==> config.mk <==
export PLATFORM = sky130hd
export DESIGN_NAME = program_loader
export DESIGN_NICKNAME = d
export VERILOG_FILES = /design/src/rtl/loader_pkg.sv /design/src/rtl/program_loader_word_assembler.sv /design/src/rtl/program_loader.sv
export SDC_FILE = /design/constraint.sdc
export NUM_CORES = 1
export LEC_CHECK = 0
export BUFFER_PORTS_ARGS = -buffer_cell sky130_fd_sc_hd__buf_2
export CAP_MARGIN = 20
export CELL_PAD_IN_SITES_DETAIL_PLACEMENT = 1
export CELL_PAD_IN_SITES_GLOBAL_PLACEMENT = 2
export CORE_MARGIN = 3
export CORE_UTILIZATION = 31
export DETAILED_ROUTE_END_ITERATION = 10
export GPL_ROUTABILITY_DRIVEN = 1
export PLACE_DENSITY = 0.74
export SYNTH_ARGS = -nofsm -noshare
export SYNTH_HDL_FRONTEND = slang
export SYNTH_SLANG_ARGS = --single-unit
==> constraint.sdc <==
create_clock -name clk -period 1.9 [get_ports clk]
set_input_delay 0.475 -clock clk [delete_from_list [all_inputs] [get_ports clk]]
set_output_delay 0.475 -clock clk [all_outputs]
set_load 0.01 [all_outputs]
==> src/rtl/loader_pkg.sv <==
// Shared definitions for the boot-time program loader: FSM state codes, frame
// field widths and the default load address.
package loader_pkg;

    localparam int LEN_W   = 16;
    localparam int CSUM_W  = 8;
    localparam int STATE_W = 3;

    localparam logic [31:0] DEFAULT_BASE_ADDRESS = 32'h0040_0000;

    typedef logic [STATE_W-1:0] state_t;

    localparam state_t ST_IDLE   = 3'd0;
    localparam state_t ST_LEN_HI = 3'd1;
    localparam state_t ST_LEN_LO = 3'd2;
    localparam state_t ST_DATA   = 3'd3;
    localparam state_t ST_CHECK  = 3'd4;
    localparam state_t ST_DONE   = 3'd5;
    localparam state_t ST_ERROR  = 3'd6;

endpackage

==> src/rtl/program_loader_word_assembler.sv <==
// Packs accepted data bytes MSB-first into 32-bit words and keeps the running XOR.
// Latency: word_ready pulses one cycle after the 4th byte; word_last flags that byte.
// Backpressure: none, every byte presented on shift_en is consumed.
module word_assembler
    import loader_pkg::*;
(
    input  logic              clk,
    input  logic              reset,
    input  logic              clear,
    input  logic              shift_en,
    input  logic [7:0]        byte_in,
    output logic              word_last,
    output logic              word_ready,
    output logic [31:0]       word,
    output logic [CSUM_W-1:0] xor_sum
);

    logic [1:0]  byte_cnt;
    logic [31:0] shift_q;

    assign word_last = shift_en && (byte_cnt == 2'd3);
    assign word      = shift_q;

    always_ff @(posedge clk or negedge reset) begin
        if (!reset) begin
            byte_cnt   <= 2'd0;
            shift_q    <= 32'd0;
            xor_sum    <= '0;
            word_ready <= 1'b0;
        end else begin
            word_ready <= word_last && !clear;
            if (clear) begin
                byte_cnt <= 2'd0;
                shift_q  <= 32'd0;
                xor_sum  <= '0;
            end else if (shift_en) begin
                byte_cnt <= byte_cnt + 2'd1;
                shift_q  <= {shift_q[23:0], byte_in};
                xor_sum  <= xor_sum ^ byte_in;
            end
        end
    end

endmodule

==> src/rtl/program_loader.sv <==
// Loads a length/data/XOR-checksum byte frame into program memory and releases the core.
// Latency: wr_en one cycle after a word's 4th byte; done/cpu_reset_n one cycle after checksum.
// Backpressure: rx_ready held high for the whole frame, low only while idle/done/error.
module program_loader
    import loader_pkg::*;
#(
    parameter int          MEMORY_DEPTH = 32,
    parameter logic [31:0] BASE_ADDRESS = DEFAULT_BASE_ADDRESS
) (
    input  logic        clk,
    input  logic        reset,
    input  logic        start,
    input  logic [7:0]  rx_data,
    input  logic        rx_valid,
    output logic        rx_ready,
    output logic        wr_en,
    output logic [31:0] wr_address,
    output logic [31:0] wr_data,
    output logic        cpu_reset_n,
    output logic        busy,
    output logic        done,
    output logic        error
);

    state_t           state;
    logic [7:0]       len_hi;
    logic [LEN_W-1:0] len;
    logic [LEN_W-1:0] index;
    logic [LEN_W-1:0] len_next;
    logic             len_ok;
    logic             accept;
    logic             restart;
    logic             word_last;
    logic             word_ready;
    logic [31:0]      word;
    logic [CSUM_W-1:0] xor_sum;

    assign rx_ready = (state == ST_LEN_HI) || (state == ST_LEN_LO) ||
                      (state == ST_DATA)   || (state == ST_CHECK);
    assign busy        = rx_ready;
    assign done        = (state == ST_DONE);
    assign error       = (state == ST_ERROR);
    assign cpu_reset_n = (state == ST_DONE);

    assign accept  = rx_valid && rx_ready;
    assign restart = start && ((state == ST_IDLE) || (state == ST_DONE) || (state == ST_ERROR));

    assign len_next = {len_hi, rx_data};
    assign len_ok   = (len_next != '0) && ({16'd0, len_next} <= 32'(MEMORY_DEPTH));

    // The write strobe and data come straight from the assembler's registers;
    // the address follows the registered word index.
    assign wr_en      = word_ready;
    assign wr_data    = word;
    assign wr_address = BASE_ADDRESS + {14'd0, index, 2'b00};

    word_assembler u_word_assembler (
        .clk        (clk),
        .reset      (reset),
        .clear      (restart),
        .shift_en   (accept && (state == ST_DATA)),
        .byte_in    (rx_data),
        .word_last  (word_last),
        .word_ready (word_ready),
        .word       (word),
        .xor_sum    (xor_sum)
    );

    always_ff @(posedge clk or negedge reset) begin
        if (!reset) begin
            state  <= ST_IDLE;
            len_hi <= 8'd0;
            len    <= '0;
            index  <= '0;
        end else begin
            if (restart) begin
                index <= '0;
            end else if (word_ready && (index != len)) begin
                index <= index + 16'd1;
            end

            case (state)
                ST_IDLE, ST_DONE, ST_ERROR: begin
                    if (start) state <= ST_LEN_HI;
                end
                ST_LEN_HI: begin
                    if (accept) begin
                        len_hi <= rx_data;
                        state  <= ST_LEN_LO;
                    end
                end
                ST_LEN_LO: begin
                    if (accept) begin
                        len   <= len_next;
                        state <= len_ok ? ST_DATA : ST_ERROR;
                    end
                end
                ST_DATA: begin
                    // Leave on the byte that completes the last word so a
                    // checksum arriving during its write pulse is not taken as data.
                    if (word_last && (index == len - 16'd1)) state <= ST_CHECK;
                end
                ST_CHECK: begin
                    if (accept) state <= (rx_data == xor_sum) ? ST_DONE : ST_ERROR;
                end
                default: state <= ST_IDLE;
            endcase
        end
    end

endmodule

==> flow_summary_export.csv <==
group,metric,value,unit
setup_path,crit_chain,"nor4_4 -> nand2_1 -> or3_4 -> mux2i_4 -> o211ai_1 -> nor4_4 -> buf_4 -> nand3b_1",
floorplanning,die_w,128,um
floorplanning,start_util,31.8,%
cells_and_area,instances_no_fill,817,
place,dp.cells,788,
setup_path,crit_path_max_incr_delay,0.43,ns
synthesis,avgSynthCellArea,9.42,um2
detailed_routing,dr_total_vias,4001,
setup_path,critPathKind,"reg2reg",
setup_path,crit_arrival,2.61,ns
power,p_per_area,1430,mW/mm2
detailed_routing,drc,0,
floorplanning,rows,44,
setup_path,cp_slowest_cell,"dfrtp_2",
global_routing,grt_max_degree,57,
synthesis,yosys_warnings,0,
setup_path,critical_path.top_delay_family,"simple AND/OR/NAND/NOR gates",
timing,setup_viol,19,
setup_path,cp_common_cell,"nor4_4",
global_routing,grt_use_total,17.6,%
timing,fin_crit_sh,122,%
detailed_routing,dr.pass1.iters,4,
status,status,"finished, violations left",
setup_path,endpoint_kind,"register",
timing,rsz0062_at_grt,"true",
clock_network,cts.clk_slew.worst_paths,0.07,ns
timing,slew_violations,0,
cells_and_area,final_area,0.00629,mm2
global_routing,grt_pass1_wl,22.7,mm
detailed_routing,drt_iter0_drc,229,
floorplanning,die_h,128,um
place,port_buffers,65,
cells_and_area,syn2layout_area_growth,35.8,%
status,violations,"negative setup slack",
floorplanning,design.die.area,0.0165,mm2
global_routing,gr-total-overflow,0,
clock_network,cts_hold_buf,0,
clock_network,clockBufferDepth,2,
power,peakVddDrop,0.503,mV
synthesis,synth-async-reset-ratio,100,%
cells_and_area,layout_common_cells,"dfrtp_1, nand2_1, buf_4",
timing,finClkSkew,0.00631,ns
synthesis,synthCells,492,
setup_path,worst_ep_required_time,2.18,ns
cells_and_area,drive_above_1_share,36.8,%
cells_and_area,nFillCells,1665,
cells_and_area,final_common_cell,"dfrtp_1",
global_routing,top_usage_layer,"met2",
detailed_routing,wirelength,14.2,mm
global_routing,grt_pass1_vias,4265,
synthesis,synth_edf_count,0,
global_routing,antenna_found_initial,0,
run,maxCapViolCount,0,
detailed_routing,avgViaCountPerCell,4.90,
synthesis,synth-seq-area-share,46.4,%
clock_network,clk_latency,0.35,ns
synthesis,synth_cell_type_count,55,
place,gp_congestion,0.829,
clock_network,cts_tree,"built",
cells_and_area,nets,643,
clock_network,numCtsBuffers,9,
setup_path,cp-start-kind,"register",
clock_network,cts_htree_levels,3,
timing,fmax,430,MHz
power,cellLeakagePower,2.90,nW
cells_and_area,diodes,0,
clock_network,cts_root_buf,"clkbuf_16",
synthesis,synth_area,0.00463,mm2
detailed_routing,ant_nets,0,
place,dp_hpwl,10.0,mm
power,finalPower,0.00901,W
global_routing,grt_util_met3,4.29,%
setup_path,critPathMaxFanout,3,
timing,period_needed,2.33,ns
floorplanning,core-area,0.0146,mm2
place,place_area,0.00565,mm2
setup_path,critPathBufInv,1,
synthesis,ys_ff_latch,86,
detailed_routing,routedWlPerCell,17.3,um
synthesis,synth_ff_type,"dfrtp_1",
timing,setup_slack,-0.426,ns
timing,setup_tns,-4.84,ns
timing,finalHoldViolCount,0,
hold_path,min_path_type,"in2async",
global_routing,use_met1,22.5,%
floorplanning,io_pins,82,
global_routing,met2_usage,29.5,%
clock_network,cts_sinks,86,
## sequential cells by signal (all words and copies together) (netlist names)
name	count
u_word_assembler.xor_sum	8
u_word_assembler.byte_cnt	2
index	16
u_word_assembler.word_ready	1
len_hi	8
len	16
u_word_assembler.word	32
state	3
## synthesized netlist by cell type, types with 2 or more instances
master     count  area [um2]
xor2_1        30         263
nor3_1         4        20.0
o32a_1         2        20.0
o21ai_0       13        65.1
nor3b_1        4        30.0
buf_1          2        7.51
nand2b_1       5        31.3
o21ai_1        3        15.0
mux2_2        22         248
buf_4         19         143
inv_1          9        33.8
or3_1         11        68.8
nor3_2         3        30.0
buf_2          6        30.0
nand3_1        8        40.0
xnor2_1       19         166
a21oi_1       48         240
nand3b_1       2        15.0
conb_1         2        7.51
a211oi_1       2        15.0
o2111ai_1      2        17.5
nand4_1        7        43.8
o211ai_1       3        22.5
dfrtp_1       86        2150
nor2b_1        5        31.3
nand2_1       80         300
clkbuf_1      14        52.6
nor4_2         3        37.5
ha_1           3        37.5
nor4_1         6        37.5
mux2i_1        3        30.0
nor2_1        40         150
and2_1         4        25.0
## worst paths after layout
kind | slack (ns) | depth (start not counted) | to | from
worst max-delay path | -0.43 | 8 | state[2] | len[6]
min in group clk | 0.49 | 3 | u_word_assembler.word[6] | rx_data[6]
worst min register to register | 0.52 | 2 | u_word_assembler.word[29] | u_word_assembler.word[29]
worst min-delay path | 0.10 | 2 | index[13] | reset
max in group asynchronous | 1.42 | 2 | u_word_assembler.word[25] | reset
worst max register to register | -0.43 | 8 | state[2] | len[6]
## logic make-up (layout without fill, tap and decap cells)
logic type | Yosys count | after routing | synth area share [%]
adder cells (fa/ha/maj) | 3 | 3 | 0.810
XOR/XNOR | 50 | 50 | 9.61
AND/OR/NAND/NOR | 191 | 191 | 20.3
buffers and inverters | 51 | 178 | 5.86
multiplexers | 25 | 25 | 5.99
AO/OA/AOI/OAI | 84 | 84 | 10.9
other | 2 | 16 | 0.162
flip-flops | 86 | 86 | 46.4
## report_power, final
group / leakage [nW] / internal (W) / total, W / switching (W)
logic: 1.62 / 0.00198 / 0.00414 / 0.00216
registers: 1.13 / 0.00244 / 0.00299 / 0.000552
clock network: 0.156 / 0.00108 / 0.00188 / 0.000801
total: 2.90 / 0.00550 / 0.00901 / 0.00352
## through the flow
stage          worst slack (ns)  util (%)  hold WS [ns]
4_1_cts                  -0.441      42.5         0.118
2_1_floorplan           -0.0488         -         0.179
6_report                 -0.426      43.1         0.103
5_1_grt                  -0.534      43.1         0.131
3_3_place_gp             -0.442      38.8         0.487
3_5_place_dp             -0.455      38.8         0.495
## cell type report
| cell class | count | area (um2) | area share, % |
|---|---|---|---|
| Clock buffer | 10 | 239 | 3.80 |
| Multi-Input combinational cell | 369 | 2470 | 39.2 |
| Inverter | 9 | 37.5 | 0.596 |
| Clock inverter | 6 | 76.3 | 1.21 |
| Sequential cell | 86 | 2160 | 34.3 |
| Timing Repair Buffer | 153 | 1080 | 17.2 |
| Tap cell | 184 | 230 | 3.66 |
## metal layers
layer	wire, um	up-vias
li1	-	1914
met1	6200	2006
met2	7200	65
met3	485	16
met4	274	0
met5	0	-
## worst register-to-register path, delay by kind of cell, from the launching register on
kind / cells / cell delay, ns
DFF: 1 / 0.43
muxes: 1 / 0.19
AOI/OAI and AO/OA: 1 / 0.17
and+or+nand+nor: 5 / 1.30
buffers and inverters: 1 / 0.18
## repair_timing
item | in CTS | in global routing
endpoints found under the hold margin | 0 | 0
gates cloned | 1 | 0
gates resized for setup | 32 | 20
setup buffers | 11 | 2
setup endpoints to repair | 21 | 24
pin swaps | 27 | 15
No activity file was read; power rests on OpenSTA's default activity.
